File: config.mk
export PLATFORM = sky130hd
export DESIGN_NAME = mram_burst_sequencer
export DESIGN_NICKNAME = d
export VERILOG_FILES = /design/src/rtl/mram_burst_sequencer.sv
export SDC_FILE = /design/constraint.sdc
export NUM_CORES = 1
export LEC_CHECK = 0
export BUFFER_PORTS_ARGS = -buffer_cell sky130_fd_sc_hd__buf_4
export CAP_MARGIN = 25
export CORE_MARGIN = 2
export CORE_UTILIZATION = 35
export CTS_CLUSTER_DIAMETER = 120
export CTS_CLUSTER_SIZE = 16
export DETAILED_ROUTE_END_ITERATION = 8
export PLACE_DENSITY_LB_ADDON = 0.1
export SLEW_MARGIN = 20
export SYNTH_ARGS = -nofsm -noshare
export SYNTH_HDL_FRONTEND = slang
export SYNTH_SLANG_ARGS = --single-unit
File: constraint.sdc
create_clock -name i_clk -period 4.3 [get_ports i_clk]
set_input_delay 0.215 -clock i_clk [delete_from_list [all_inputs] [get_ports i_clk]]
set_output_delay 0.215 -clock i_clk [all_outputs]
set_load 0.005 [all_outputs]
File: src/rtl/mram_burst_sequencer.sv
// Burst sequencer for the serial MRAM access path: one word per 23-cycle slot,
// MSB-first address/write-data serialisation and read-word deserialisation.
module mram_burst_sequencer #(
  parameter int SLOT_LEN = 23,
  parameter int ADDR_W   = 20,
  parameter int DATA_W   = 16,
  parameter int LEN_W    = 8
) (
  input  logic              i_clk,
  input  logic              i_rst_n,
  input  logic              i_cmd_valid,
  output logic              o_cmd_ready,
  input  logic              i_cmd_write,
  input  logic [1:0]        i_cmd_size,
  input  logic [ADDR_W-1:0] i_cmd_addr,
  input  logic [LEN_W-1:0]  i_cmd_len,
  output logic              o_wr_data_req,
  input  logic [DATA_W-1:0] i_wr_data,
  output logic [DATA_W-1:0] o_rd_data,
  output logic              o_rd_valid,
  output logic [2:0]        o_rw_sel,
  output logic              o_ser_addr,
  output logic              o_ser_data,
  input  logic              i_ser_rd_in,
  output logic [4:0]        o_slot_cnt,
  output logic              o_busy,
  output logic              o_done,
  output logic              o_cmd_err
);

  localparam int HALF = DATA_W / 2;
  localparam logic [4:0] C_LAST     = 5'(SLOT_LEN - 1);
  localparam logic [4:0] C_ADDR_END = 5'(ADDR_W);
  localparam logic [4:0] C_DATA_END = 5'(DATA_W);
  localparam logic [4:0] C_FULL_END = 5'(DATA_W + 2);
  localparam logic [4:0] C_HALF_END = 5'(HALF + 2);
  localparam logic [LEN_W:0] C_ONE  = (LEN_W+1)'(1);

  typedef enum logic [2:0] {S_IDLE, S_ARM, S_XFER, S_DRAIN, S_DONE} state_t;

  state_t            r_state;
  logic [4:0]        r_slot;
  logic              r_write;
  logic [1:0]        r_size;
  logic [ADDR_W-1:0] r_addr, r_ash;
  logic [LEN_W:0]    r_rem;
  logic [DATA_W-1:0] r_wsh, r_rd_data;
  logic [DATA_W-2:0] r_rsh;
  logic              r_rd_pend;
  logic [2:0]        r_rw_sel;
  logic              r_ser_addr, r_ser_data, r_wr_data_req, r_rd_valid, r_done, r_cmd_err;

  logic              w_slot_end, w_smp;
  logic [4:0]        w_last_smp;
  logic [HALF-1:0]   w_byte;
  logic [DATA_W-1:0] w_rd_word;
  logic [LEN_W:0]    w_len_ext;

  assign w_slot_end = (r_slot == C_LAST);
  assign w_last_smp = (r_size == 2'b11) ? C_FULL_END : C_HALF_END;
  assign w_smp      = r_rd_pend && (r_slot >= 5'd3) && (r_slot <= w_last_smp);
  assign w_byte     = {r_rsh[HALF-2:0], i_ser_rd_in};
  assign w_len_ext  = (i_cmd_len == '0) ? {1'b1, {LEN_W{1'b0}}} : {1'b0, i_cmd_len};

  always_comb begin
    w_rd_word = '0;
    case (r_size)
      2'b11:   w_rd_word = {r_rsh, i_ser_rd_in};
      2'b10:   w_rd_word = {w_byte, {HALF{1'b0}}};
      default: w_rd_word = {{HALF{1'b0}}, w_byte};
    endcase
  end

  always_ff @(posedge i_clk or negedge i_rst_n) begin
    if (!i_rst_n) begin
      r_state       <= S_IDLE;
      r_slot        <= '0;
      r_write       <= 1'b0;
      r_size        <= '0;
      r_addr        <= '0;
      r_ash         <= '0;
      r_rem         <= '0;
      r_wsh         <= '0;
      r_rsh         <= '0;
      r_rd_data     <= '0;
      r_rd_pend     <= 1'b0;
      r_rw_sel      <= '0;
      r_ser_addr    <= 1'b0;
      r_ser_data    <= 1'b0;
      r_wr_data_req <= 1'b0;
      r_rd_valid    <= 1'b0;
      r_done        <= 1'b0;
      r_cmd_err     <= 1'b0;
    end else begin
      r_slot        <= w_slot_end ? '0 : r_slot + 5'd1;
      r_wr_data_req <= 1'b0;
      r_rd_valid    <= 1'b0;
      r_done        <= 1'b0;
      r_cmd_err     <= 1'b0;
      r_ser_addr    <= 1'b0;
      r_ser_data    <= 1'b0;

      // Shifters are loaded on the edge leaving cycle 1 so bit MSB appears in cycle 2.
      if (r_state == S_XFER) begin
        if (r_slot == 5'd1) begin
          r_ser_addr <= r_addr[ADDR_W-1];
          r_ash      <= r_addr << 1;
          if (r_write) begin
            r_ser_data <= i_wr_data[DATA_W-1];
            r_wsh      <= i_wr_data << 1;
          end
        end else if (r_slot >= 5'd2 && r_slot <= C_ADDR_END) begin
          r_ser_addr <= r_ash[ADDR_W-1];
          r_ash      <= r_ash << 1;
          if (r_write && r_slot <= C_DATA_END) begin
            r_ser_data <= r_wsh[DATA_W-1];
            r_wsh      <= r_wsh << 1;
          end
        end
      end

      if (w_smp) begin
        r_rsh <= {r_rsh[DATA_W-3:0], i_ser_rd_in};
        if (r_slot == w_last_smp) begin
          r_rd_data  <= w_rd_word;
          r_rd_valid <= 1'b1;
        end
      end

      case (r_state)
        S_IDLE: begin
          if (i_cmd_valid) begin
            if (i_cmd_size == 2'b00) begin
              r_cmd_err <= 1'b1;
            end else begin
              r_write <= i_cmd_write;
              r_size  <= i_cmd_size;
              r_addr  <= i_cmd_addr;
              r_rem   <= w_len_ext;
              r_state <= S_ARM;
            end
          end
        end
        S_ARM: begin
          if (w_slot_end) begin
            r_state       <= S_XFER;
            r_rw_sel      <= {r_size, r_write};
            r_wr_data_req <= r_write;
          end
        end
        S_XFER: begin
          if (w_slot_end) begin
            r_addr    <= r_addr + 1'b1;
            r_rd_pend <= !r_write;
            if (r_rem == C_ONE) begin
              r_rw_sel <= '0;
              r_state  <= r_write ? S_DONE : S_DRAIN;
              r_done   <= r_write;
            end else begin
              r_rem         <= r_rem - 1'b1;
              r_wr_data_req <= r_write;
            end
          end
        end
        S_DRAIN: begin
          if (w_slot_end) begin
            r_state   <= S_DONE;
            r_done    <= 1'b1;
            r_rd_pend <= 1'b0;
          end
        end
        S_DONE:  r_state <= S_IDLE;
        default: r_state <= S_IDLE;
      endcase
    end
  end

  assign o_busy        = (r_state != S_IDLE);
  assign o_cmd_ready   = !o_busy;
  assign o_slot_cnt    = r_slot;
  assign o_rw_sel      = r_rw_sel;
  assign o_ser_addr    = r_ser_addr;
  assign o_ser_data    = r_ser_data;
  assign o_wr_data_req = r_wr_data_req;
  assign o_rd_data     = r_rd_data;
  assign o_rd_valid    = r_rd_valid;
  assign o_done        = r_done;
  assign o_cmd_err     = r_cmd_err;

endmodule
==> impl_results.md <==
- Outcome: completed
- Synth area leaders: dfrtp_1 (50%), mux2i_1 (6.3%), o21ai_0 (5.3%)
- Unrepaired setup endpoints after global routing: no
- Skew-Pair Late Insertion Delay: 420 ps
- Most common cell after layout, fill and taps aside: dfrtp_1
- Synthesis Warnings: 0
- Grt total ovfl: 0
- DRC Markers: 0
- Fin crit period: 2580 ps
- Slowest-stage cell, CP: o31ai_2
- HPWL after detailed placement: 9700 um
- CTS H-tree lvls: 4
- Slew @ Worst Pin: 947 ps
- Flop and latch count out of synthesis: 115
- Class of the most critical setup path: register to register
- Top delay family on crit path: compound AO/OA/AOI/OAI gates
- Async SR Flop Fraction: 100%
- Sequential share of the synthesized area: 50.1%
- Die area: 0.0175 mm2
- VDD IR max: 0.259 mV
- Root Buffer Master: clkbuf_16
- Hold Path Sink: r_write
- Post-DP Area: 0.00648 mm2
- Top FF cell, synth: dfrtp_1
- Iteration-0 DRC Markers: 273
- Final Cycle Share: 60.1%
- All-Layer GR Usage: 16.8%
- Commonest non-fill, non-tap cells in the layout: dfrtp_1 (115), buf_4 (88), nand2_1 (78)
- Worst Path Arrival: 2890 ps
- Post-synth EDFFs: 0
- GPL Wtd Cong: 0.774
- Netlist Area Pre-Place: 0.00574 mm2
- Worst path required time: 4610 ps
- CP Buf/Inv Count: 0
- FILL cells: 1,544
- Max Clock Freq: 387 MHz
- Worst-path clk slew: 60 ps
- Setup TNS: 0 ps
- DP Worst Slack: 1720 ps
- Post-synth top area share: 50.1%
- Antenna violations before repair: 0
- Via count: 4,602
- Clock tree sinks: 115
- Count of nets after finishing: 717
- Die X: 132 um
- Area Growth Syn to Fin: 24.1%
- N_diodes: 0
- Total CTS buffers: 17
- Worst slew margin: 36.5%
- Yosys cell types: 63
- Clk buf depth: 2
- Die Span Y: 132 um
- Vias in the first global route: 4,575
- Vias per inst: 5.18
- Number of port buffers: 82
- # rows: 46
- Final instance area: 0.00713 mm2
- Starting density of the core: 36.0%
- Final worst setup slack: 1720 ps
- Final hold violation count: 0
- Max-Cap Viols: 0
- FF-to-FF setup slack: 1720 ps
- TritonCTS clock tree: built
- Post_cts resized: 0
- Avg Inst Size Synth: 9.77 um2
- Largest net degree at the start of global routing: 60
- Fin. max-slew vios: 0
- Crit-path max cell delay: 950 ps
- Crit path cell chain: nor2_1 > nand2_1 > o31ai_2 > o21ai_0 > a22o_1
- Clk_skew: 12.6 ps
- Worst Hold Class: primary input to register
- P_leak: 3.15 nW
- Pwr dens: 380 mW/mm2
- I/O pins: 83
- CORE AREA: 0.0159 mm2
- Min-Delay Path Depth: 2
- First-pass DRT Iterations: 5
- Setup Viol. Count Final: 0
- Final Util: 44.7%
- WL/cell: 15.8 um
- RR Startpoint: r_state[0]
- Synth Net Count: 646
- First-pass GRT wire length: 23,500 um
- Cells on worst reg2reg path: 5
- Hold path start: i_cmd_write
- DRT antenna net count: 0
- WL final: 14,000 um
- R2r endpoint: r_rem[5]
- Startpoint types: register
- CP Max Fanout: 22
- Post-synthesis cell count: 588
- Layout cells sized above 1: 22.2%
- Yosys top cell by area: dfrtp_1
- Worst setup EP type: register
## worst register-to-register path, delay by kind of cell (launching register included)
| family | cells | cell delay [ps] |
|---|---|---|
| simple gates | 2 | 640 |
| flops | 1 | 480 |
| compound gates | 3 | 1370 |
## cells in the mapped netlist (10+ instances only)
library cell,count
a21oi_1,58
buf_2,12
clkbuf_1,20
dfrtp_1,115
inv_1,16
mux2_4,10
mux2i_1,36
nand2_1,78
nand3_1,24
nor2_1,27
o21ai_0,61
o22ai_1,10
## cell type report
class | instances | area [um2] | area share, %
Clock buffer | 19 | 453 | 6.35
Clock inverter | 13 | 135 | 1.90
Inverter | 17 | 66.3 | 0.930
Multi-Input combinational cell | 416 | 2610 | 36.6
Sequential cell | 115 | 2880 | 40.4
Tap cell | 216 | 270 | 3.79
Timing Repair Buffer | 92 | 718 | 10.1
## repair_timing
item | CTS | global route
setup endpoints to repair | 0 | 0
buffers inserted | 0 | 0
endpoints found under the hold margin | 36 | 0
hold buffers | 3 | 0
## state kept, by name, summed over array words and instances, names as in the netlist, 2 cells and up
register	flops
o_rd_data	16
o_rw_sel	3
o_slot_cnt	5
r_addr	20
r_ash	19
r_rem	9
r_rsh	15
r_size	2
r_state	3
r_wsh	15
## worst max-delay path by stage
stage | depth (start not counted) | slack [ps] | start | to
2_1_floorplan | 8 | 2240 | o_slot_cnt[0] | r_rsh[10]
3_3_place_gp | 5 | 1770 | r_state[0] | r_rem[5]
3_5_place_dp | 5 | 1720 | r_state[0] | r_rem[5]
4_1_cts | 5 | 1710 | r_state[0] | r_rem[5]
5_1_grt | 5 | 1400 | r_state[0] | r_rem[5]
6_report | 5 | 1720 | r_state[0] | r_rem[5]
## report_power, final
| group | total, mW | internal (mW) | switching [mW] |
|---|---|---|---|
| registers | 1.15 | 1.11 | 0.0401 |
| clock network | 1.39 | 0.879 | 0.513 |
| logic | 0.167 | 0.0742 | 0.0925 |
| total | 2.71 | 2.07 | 0.645 |
## per-stage QoR
step / power [mW] / hold WS (ps) / std cells
after floorplan: 1.25 / -80.6 / 588
after global placement: 1.34 / 237 / 852
after detailed placement: 1.34 / 234 / 852
after CTS: 2.75 / 24.8 / 887
after global routing: 2.82 / 30.9 / 888
final: 2.71 / 46.8 / 888
## cells by family (layout without fill, tap and decap cells)
group | Yosys count | after routing | share of synthesized area (%)
flip-flops | 115 | 115 | 50.1
adder cells (fa/ha/maj) | 7 | 7 | 1.52
AND/OR/NAND/NOR | 175 | 175 | 14.7
multiplexers | 54 | 54 | 10.5
buffers and inverters | 57 | 141 | 4.57
AO/OA/AOI/OAI | 177 | 177 | 18.1
XOR/XNOR | 3 | 3 | 0.458
## routing by layer
| layer | vias to the layer above | wire length [um] | GRT usage (%) | share of wire [%] |
|---|---|---|---|---|
| met1 | 2213 | 6510 | 21.7 | 46 |
| met2 | 117 | 6710 | 27.5 | 48 |
| met4 | 0 | 176 | 5.74 | 1.3 |
| met3 | 13 | 638 | 4.27 | 4.5 |
| li1 | 2259 | - | - | - |
| met5 | - | 0 | 0 | 0 |
No activity file was read; power rests on OpenSTA's default activity.
